--- src/rtl/sa_pkg.sv ---
// Shared systolic-array definitions: accumulator FSM encodings and the default
// product/accumulator widths used by the PE and array top.
package sa_pkg;

    localparam int SA_WIDTH_MUL = 32;
    localparam int SA_WIDTH_ACC = 40;

    typedef enum logic [1:0] {
        ST_IDLE = 2'd0,
        ST_ACC  = 2'd1,
        ST_HOLD = 2'd2
    } acc_state_e;

endpackage

--- src/rtl/sat_add.sv ---
// Combinational saturating adder: one guard bit above WIDTH exposes overflow,
// which then selects the clamp value instead of the wrapped sum.
module sat_add #(
    parameter int WIDTH  = 40,
    parameter int SIGNED = 0
) (
    input  logic [WIDTH-1:0] a,
    input  logic [WIDTH-1:0] b,
    output logic [WIDTH-1:0] sum,
    output logic             ovf
);

    logic [WIDTH:0] raw;

    always_comb begin
        raw = '0;
        sum = '0;
        ovf = 1'b0;
        if (SIGNED != 0) begin
            raw = {a[WIDTH-1], a} + {b[WIDTH-1], b};
            sum = raw[WIDTH-1:0];
            // guard and MSB disagree only when the true result left the range;
            // the guard bit carries the true sign and picks the clamp direction
            if (raw[WIDTH] != raw[WIDTH-1]) begin
                ovf = 1'b1;
                sum = raw[WIDTH] ? {1'b1, {(WIDTH-1){1'b0}}} : {1'b0, {(WIDTH-1){1'b1}}};
            end
        end else begin
            raw = {1'b0, a} + {1'b0, b};
            sum = raw[WIDTH-1:0];
            if (raw[WIDTH]) begin
                ovf = 1'b1;
                sum = '1;
            end
        end
    end

endmodule

--- src/rtl/mul_accumulator.sv ---
// Dot-product accumulator behind the log multiplier: sums DEPTH_K products (or up
// to an early in_last) with saturation and holds the result on a valid/ready port.
module mul_accumulator
    import sa_pkg::*;
#(
    parameter int WIDTH_MUL = SA_WIDTH_MUL,
    parameter int WIDTH_ACC = SA_WIDTH_ACC,
    parameter int DEPTH_K   = 16,
    parameter int SIGNED    = 0
) (
    input  logic                 clk,
    input  logic                 rst,
    input  logic                 clr,
    input  logic                 in_valid,
    output logic                 in_ready,
    input  logic                 in_last,
    input  logic [WIDTH_MUL-1:0] prod,
    output logic                 out_valid,
    input  logic                 out_ready,
    output logic [WIDTH_ACC-1:0] acc_out,
    output logic                 ovf
);

    localparam int CNT_W = $clog2(DEPTH_K + 1);
    localparam logic [CNT_W-1:0] CNT_LAST = CNT_W'(DEPTH_K - 1);

    acc_state_e           state_q, state_d;
    logic [WIDTH_ACC-1:0] acc_q, acc_d;
    logic [CNT_W-1:0]     cnt_q, cnt_d;
    logic                 ovf_q, ovf_d;

    logic [WIDTH_ACC-1:0] prod_ext;
    logic [WIDTH_ACC-1:0] add_base;
    logic [WIDTH_ACC-1:0] add_sum;
    logic                 add_ovf;
    logic                 accept;
    logic                 ext_bit;

    assign ext_bit = (SIGNED != 0) ? prod[WIDTH_MUL-1] : 1'b0;

    generate
        if (WIDTH_ACC > WIDTH_MUL) begin : g_ext
            assign prod_ext = {{(WIDTH_ACC-WIDTH_MUL){ext_bit}}, prod};
        end else begin : g_noext
            assign prod_ext = prod;
        end
    endgenerate

    // a fresh result never picks up a stale sum, whatever acc_q holds
    assign add_base = (state_q == ST_IDLE) ? '0 : acc_q;

    sat_add #(
        .WIDTH  (WIDTH_ACC),
        .SIGNED (SIGNED)
    ) u_sat_add (
        .a   (add_base),
        .b   (prod_ext),
        .sum (add_sum),
        .ovf (add_ovf)
    );

    assign in_ready  = (state_q != ST_HOLD);
    assign out_valid = (state_q == ST_HOLD);
    assign accept    = in_valid & in_ready;
    assign acc_out   = acc_q;
    assign ovf       = ovf_q;

    always_comb begin
        state_d = state_q;
        acc_d   = acc_q;
        cnt_d   = cnt_q;
        ovf_d   = ovf_q;
        if (clr) begin
            state_d = ST_IDLE;
            acc_d   = '0;
            cnt_d   = '0;
            ovf_d   = 1'b0;
        end else begin
            case (state_q)
                ST_IDLE, ST_ACC: begin
                    if (accept) begin
                        acc_d = add_sum;
                        ovf_d = ((state_q == ST_IDLE) ? 1'b0 : ovf_q) | add_ovf;
                        if (cnt_q == CNT_LAST || in_last) begin
                            state_d = ST_HOLD;
                            cnt_d   = '0;
                        end else begin
                            state_d = ST_ACC;
                            cnt_d   = cnt_q + CNT_W'(1);
                        end
                    end
                end
                ST_HOLD: begin
                    if (out_ready) begin
                        state_d = ST_IDLE;
                        acc_d   = '0;
                        ovf_d   = 1'b0;
                    end
                end
                default: begin
                    state_d = ST_IDLE;
                    acc_d   = '0;
                    cnt_d   = '0;
                    ovf_d   = 1'b0;
                end
            endcase
        end
    end

    always_ff @(posedge clk or posedge rst) begin
        if (rst) begin
            state_q <= ST_IDLE;
            acc_q   <= '0;
            cnt_q   <= '0;
            ovf_q   <= 1'b0;
        end else begin
            state_q <= state_d;
            acc_q   <= acc_d;
            cnt_q   <= cnt_d;
            ovf_q   <= ovf_d;
        end
    end

endmodule

--- config.mk ---
export PLATFORM = sky130hd
export DESIGN_NAME = mul_accumulator
export DESIGN_NICKNAME = d
export VERILOG_FILES = /design/src/rtl/sa_pkg.sv /design/src/rtl/sat_add.sv /design/src/rtl/mul_accumulator.sv
export SDC_FILE = /design/constraint.sdc
export NUM_CORES = 1
export LEC_CHECK = 0
export CAP_MARGIN = 20
export CORE_MARGIN = 3
export CORE_UTILIZATION = 36
export DETAILED_ROUTE_END_ITERATION = 10
export SLEW_MARGIN = 20
export SYNTH_ARGS = -nofsm -noshare
export SYNTH_HDL_FRONTEND = slang
export SYNTH_SLANG_ARGS = --single-unit
--- constraint.sdc ---
create_clock -name clk -period 3.7 [get_ports clk]
set_input_delay 0.555 -clock clk [delete_from_list [all_inputs] [get_ports clk]]
set_output_delay 0.555 -clock clk [all_outputs]
set_load 0.1 [all_outputs]
==> results.sh, run 1 <==
export IMPL_dp_hpwl_um=9390
export IMPL_die_y_um=114
export IMPL_initial_core_util=0.379
export IMPL_cpPeakStageDelay_ns=0.42
export IMPL_synth_nets=580
export IMPL_worstMarginPinSlew_ns=0.982
export IMPL_crit_chain="or2_4, buf_4, and2_1, ha_1, a21o_1, a31o_2, o211ai_1, buf_4, nand3_1, o21ai_1, o21ai_0, xor2_1, a221o_1"
export IMPL_final_cell_area_sq_mm=0.00543
export IMPL_hold_violations=0
export IMPL_drt_iter0_drc=324
export IMPL_outcome="complete, no violations"
export IMPL_synth_edf_count=0
export IMPL_io_buffers=80
export IMPL_cts_sinks=48
export IMPL_num_vias=4081
export IMPL_ys_top_cells_by_count="a21oi_1 (55), nand2_1 (53), dfrtp_1 (48)"
export IMPL_hold_path_class="reg2reg"
export IMPL_fin_crit_sh=0.935
export IMPL_floorplan_die_area_sq_mm=0.0131
export IMPL_rows=38
export IMPL_clkTransAtPathRegs_ns=0.07
export IMPL_cts_htree_levels=2
export IMPL_place_area_sq_mm=0.00522
export IMPL_routed_wirelength_um=12300
export IMPL_drc=0
export IMPL_ctsHoldBuffers=0
export IMPL_rsz0062_at_grt="false"
export IMPL_grt_pass1_wl_um=20400
export IMPL_r2r_setup_slack_ns=0.24
export IMPL_fin_worst_skew_ns=0.00658
export IMPL_synthArstFlopShare=1.00
export IMPL_synth_area_sq_mm=0.00422
export IMPL_fmax_mhz=289
export IMPL_crit_path_top_delay_cell="dfrtp_1"
export IMPL_worstSetupStartpointType="register"
export IMPL_antenna_found_initial=0
export IMPL_grt_max_degree=37
export IMPL_hp_start="cnt_q[4]"
export IMPL_n_fill_cell=1105
export IMPL_critical_path_required_ns=3.88
export IMPL_ir_worst_vdd_mv=0.232
export IMPL_synth_main_ff_cell="dfrtp_1"
export IMPL_final_cell_count_no_fill=728
export IMPL_track_usage=0.190
export IMPL_final_setup_tns_ns=0
export IMPL_critPathKind="reg2reg"
export IMPL_cts_root_buf="clkbuf_16"
export IMPL_worstPathMaxFanout=17
export IMPL_power_density_mw_per_mm2=330
export IMPL_final_seq_area_sq_mm=0.00120
export IMPL_ys_warn_count=0
export IMPL_diodes=0
export IMPL_yosys_area_top_type_share=0.285
export IMPL_r2r_cells=13
export IMPL_period_needed_ns=3.46
export IMPL_core_sq_mm=0.0111
export IMPL_clock_latency_ns=0.29
export IMPL_overflow=0
export IMPL_place_gp_congestion=0.944
export IMPL_maxCapViolCount=0
export IMPL_synth_distinct_cells=61
export IMPL_slew_viol_final=0
export IMPL_timing_rr_start="state_q[1]"
export IMPL_synthTopCellsByArea="dfrtp_1 (28%), ha_1 (10%), a21oi_1 (6.5%)"
export IMPL_crit_path_frequent_cell="buf_4"
export IMPL_multi_input_area_sq_mm=0.00290
export IMPL_ios=81
export IMPL_dieWidth_um=114
export IMPL_antenna_left=0
export IMPL_dr_pass1_iters=5
export IMPL_cts_buffer_depth=2
export IMPL_hold_end="cnt_q[4]"
export IMPL_cts_buffers=5
export IMPL_synth_area_leader_cell="dfrtp_1"
export IMPL_syn_inst=507
export IMPL_avgSynthCellArea_sq_um=8.32
export IMPL_vias_per_cell=5.61
export IMPL_worstPathArrival_ns=3.64
export IMPL_seq_area_frac_synth=0.285
export IMPL_area_growth_pct=28.6
export IMPL_synth_most_common_cell="a21oi_1"
export IMPL_grt_pass1_vias=4063
export IMPL_min_path_cells=2
export IMPL_setup_viol=0
export IMPL_dp_cells=720
export IMPL_num_nets_final=660
export IMPL_wl_per_cell_um=16.9
export IMPL_timing_rr_end="acc_out[31]"
export IMPL_cp_end_kind="register"
export IMPL_ys_seq_elements=48
export IMPL_power_w=0.00179
export IMPL_max_slew_margin=0.343
export IMPL_power_leakage_nw=2.57
export IMPL_cts_tree="yes"
export IMPL_drive_above_1_share=0.0799
==> kinds of logic (layout without fill, tap and decap cells) <==
kind of cell | after synthesis | in the layout | share of synthesized area
XOR/XNOR | 27 | 27 | 0.0561
adder cells (fa/ha/maj) | 35 | 35 | 0.106
buffers and inverters | 36 | 117 | 0.0377
flip-flops | 48 | 48 | 0.285
multiplexers | 3 | 3 | 0.00742
AND/OR/NAND/NOR | 178 | 178 | 0.219
AO/OA/AOI/OAI | 180 | 180 | 0.290
==> where the power goes <==
group,internal [W],leakage (nW),total (W),switching (W)
Clock,0.000318,0.0798,0.000530,0.000212
Combinational,0.000219,1.84,0.000675,0.000456
Sequential,0.000556,0.650,0.000582,0.0000263
==> sequential cells by signal, indices dropped and copies added, names as in the netlist <==
signal and cells:
acc_out 40, cnt_q 5, state_q 2, ovf 1
==> area by class of cell <==
class	instances	share of cell area
multi-input combinational	423	0.534
timing repair buffer	97	0.173
clock buffer	5	0.0231
inverter	12	0.00830
clock inverter	3	0.00784
tap	140	0.0323
sequential	48	0.221
==> how the worst max path moves through the flow <==
stage | startpoint | end | slack (ns) | depth (start not counted)
5_1_grt | state_q[1] | acc_out[25] | 0.09 | 13
4_1_cts | state_q[1] | acc_out[26] | 0.14 | 12
6_report | state_q[1] | acc_out[31] | 0.24 | 13
3_5_place_dp | prod[0] | acc_out[26] | 0.12 | 11
3_3_place_gp | prod[0] | acc_out[26] | 0.10 | 11
2_1_floorplan | state_q[1] | acc_out[10] | 0.30 | 14
==> critical path, delay by kind of cell (launching register included) <==
family	cells	cell delay (ns)
DFF	1	0.42
and+or+nand+nor	3	0.57
buffers and inverters	2	0.38
xor gates and xnor gates	1	0.17
AOI/OAI and AO/OA	6	1.47
adders and majority gates	1	0.33
==> what timing repair did <==
action                                  CTS  global route
gates resized for setup                   0             7
buffers inserted                          0             0
endpoints found under the setup margin    0            12
==> stage by stage <==
step	hold WS [ns]	utilization	setup WS, ns
floorplan	0.449	-	0.299
global placement	0.460	0.468	0.101
detailed placement	0.476	0.469	0.123
CTS	0.493	0.484	0.135
global route	0.526	0.488	0.0904
finish	0.484	0.488	0.240
==> layout by cell type (no fill, tap or decap), types with 4 or more instances in the layout <==
master / count
nand4_1: 4
inv_1: 11
a31oi_1: 9
nand2b_1: 5
buf_4: 16
clkbuf_16: 5
and2_1: 36
nor2_1: 17
a21oi_1: 54
and3_1: 9
a21o_1: 32
clkdlybuf4s50_1: 80
o21ai_0: 21
ha_1: 34
xnor2_1: 13
nor2b_1: 5
nor3_1: 6
nand3_1: 26
o211ai_1: 11
o21bai_1: 6
nand2_1: 53
dfrtp_1: 48
xor2_1: 14
==> routing by layer <==
metal / routed length (um) / up-vias / track usage / share of wire
li1: - / 2008 / - / -
met1: 5740 / 1957 / 0.268 / 0.47
met2: 5910 / 114 / 0.324 / 0.48
met3: 611 / 2 / 0.0174 / 0.050
met4: 47 / 0 / 0.0269 / 0.0038
met5: 0 / - / 0 / 0
Note: power is estimated with default switching activity, not from simulation.
==> run 2: changes to the inputs <==
--- a/config.mk
+++ b/config.mk
@@ -8,7 +8,9 @@
 export CAP_MARGIN = 20
 export CORE_MARGIN = 3
 export CORE_UTILIZATION = 36
+export CTS_CLUSTER_SIZE = 30
 export DETAILED_ROUTE_END_ITERATION = 10
+export GPL_TIMING_DRIVEN = 1
 export SLEW_MARGIN = 20
 export SYNTH_ARGS = -nofsm -noshare
 export SYNTH_HDL_FRONTEND = slang
==> results of run 2 <==
Final layout, timing and power as in run 1 (identical DEF).
==> run 3: changes to the inputs <==
--- a/config.mk
+++ b/config.mk
@@ -8,8 +8,8 @@
 export CAP_MARGIN = 20
 export CORE_MARGIN = 3
 export CORE_UTILIZATION = 36
-export CTS_CLUSTER_SIZE = 30
 export DETAILED_ROUTE_END_ITERATION = 10
+export DONT_BUFFER_PORTS = 1
 export GPL_TIMING_DRIVEN = 1
 export SLEW_MARGIN = 20
 export SYNTH_ARGS = -nofsm -noshare
==> results.sh, run 3 (same netlist as run 1, synthesis figures left out) <==
export IMPL_outcome="complete, no violations"
export IMPL_max_slew_margin=0.393
export IMPL_overflow=0
export IMPL_worstPathMaxFanout=14
export IMPL_worstPathArrival_ns=3.68
export IMPL_final_common_cell="buf_4"
export IMPL_worst_slack_ns=0.179
export IMPL_clock_latency_ns=0.30
export IMPL_slew_viol_final=0
export IMPL_crit_path_top_delay_cell="dfrtp_1"
export IMPL_grt_pass1_vias=4046
export IMPL_p_comb_frac=0.360
export IMPL_wl_per_cell_um=18.4
export IMPL_r2r_setup_slack_ns=0.18
export IMPL_cts_buffer_depth=2
export IMPL_maxCapViolCount=0
export IMPL_largest_reg_flops=40
export IMPL_ir_worst_vdd_mv=0.167
export IMPL_place_gp_congestion=0.920
export IMPL_period_needed_ns=3.52
export IMPL_worstMarginPinSlew_ns=0.911
export IMPL_hold_violations=0
export IMPL_mostFrequentLayoutCells="buf_4 (59), a21oi_1 (55), nand2_1 (53), dfrtp_1 (48), and2_1 (36)"
export IMPL_pre_cts_slack_ns=0.0764
export IMPL_grt_pass1_wl_um=20800
export IMPL_dieWidth_um=114
export IMPL_fin_crit_sh=0.951
export IMPL_p_seq_frac=0.326
export IMPL_p_sw_frac=0.400
export IMPL_p_switching_w=0.000702
export IMPL_clkTransAtPathRegs_ns=0.08
export IMPL_routed_wirelength_um=12700
export IMPL_cpPeakStageDelay_ns=0.42
export IMPL_setup_viol=0
export IMPL_grt_max_degree=49
export IMPL_rows=38
export IMPL_power_density_mw_per_mm2=357
export IMPL_antenna_found_initial=0
export IMPL_cp_end_kind="register"
export IMPL_ios=81
export IMPL_fmax_mhz=284
export IMPL_rsz0062_at_grt="false"
export IMPL_worstSetupStartpointType="register"
export IMPL_die_y_um=114
export IMPL_cts_htree_levels=2
export IMPL_cts_buffers=5
export IMPL_cts_root_buf="clkbuf_16"
export IMPL_diodes=0
export IMPL_critical_path_required_ns=3.86
export IMPL_core_sq_mm=0.0111
export IMPL_hold_path_class="in2async"
export IMPL_final_setup_tns_ns=0
export IMPL_cts_sinks=48
export IMPL_fin_worst_skew_ns=0.0110
export IMPL_vias_per_cell=5.76
export IMPL_drc=0
export IMPL_power_leakage_nw=2.50
export IMPL_drive_above_1_share=0.156
export IMPL_ctsHoldBuffers=0
export IMPL_num_vias=3971
export IMPL_area_growth_pct=16.3
export IMPL_drt_iter0_drc=271
export IMPL_io_buffers=0
export IMPL_p_int_w=0.00105
export IMPL_dp_hpwl_um=9900
export IMPL_clkPwrFrac=0.313
export IMPL_track_usage=0.198
export IMPL_num_nets_final=622
export IMPL_cts_tree="yes"
export IMPL_critPathKind="reg2reg"
export IMPL_initial_core_util=0.379
export IMPL_crit_chain="or2_4, and2_1, ha_1, fa_1, a21o_1, a221oi_2, o21ai_1, a211oi_2, o31ai_2, a41oi_1, xor2_1, o211ai_1"
export IMPL_antenna_left=0
export IMPL_dr_pass1_iters=5
export IMPL_floorplan_die_area_sq_mm=0.0131
## run 3: power by group through the flow
stage	logic (W)	registers (W)	clock network, W
after CTS	0.000630	0.000572	0.000560
final	0.000632	0.000572	0.000549
after global routing	0.000676	0.000576	0.000578
after floorplan	0.000268	0.000796	0
after detailed placement	0.000628	0.000582	0
after global placement	0.000624	0.000582	0
## run 3: final timing paths
path	end	from	depth (start not counted)
min in group clk	state_q[1]	out_ready	1
min	acc_out[2]	rst	1
max in group asynchronous	acc_out[24]	rst	1
max	acc_out[26]	state_q[1]	12
max reg2reg	acc_out[26]	state_q[1]	12
min reg2reg	cnt_q[4]	cnt_q[4]	2
## run 3: stage by stage
| stage | total power [W] | cell area, sq um | cells | hold WS, ns | utilization |
|---|---|---|---|---|---|
| finish | 0.00175 | 4910 | 690 | 0.307 | 0.441 |
| global route | 0.00183 | 4910 | 690 | 0.369 | 0.441 |
| CTS | 0.00176 | 4890 | 689 | 0.358 | 0.439 |
| detailed placement | 0.00121 | 4720 | 681 | 0.474 | 0.424 |
| global placement | 0.00121 | 4720 | 681 | 0.460 | 0.424 |
| floorplan | 0.00106 | 4220 | 507 | 0.449 | - |
## run 3: timing repair
item | 4_1_cts | 5_1_grt
buffers inserted | 0 | 1
endpoints found under the setup margin | 0 | 34
hold endpoints to repair | 0 | 0
gates resized for setup | 0 | 2
## run 3: worst max-delay path: cells and delay by family, from the launching register on
family / cells / cell delay, ns
AND/OR/NAND/NOR: 2 / 0.52
AO/OA/AOI/OAI: 7 / 1.57
XOR/XNOR: 1 / 0.25
flip-flops: 1 / 0.42
adder cells (fa/ha/maj): 2 / 0.62
## run 3: routing by layer
layer,wire length [um],GRT usage
met4,212,0.0641
met2,6120,0.328
met3,932,0.0502
met1,5470,0.252
met5,0,0
## run 3: layout make-up
type                       count  area, sq um
tap                          140          175
clock buffer                   5          125
fill                        1149         6220
timing repair buffer          59          443
inverter                      12         46.3
sequential                    48         1200
multi-input combinational    423         2870
clock inverter                 3         47.5
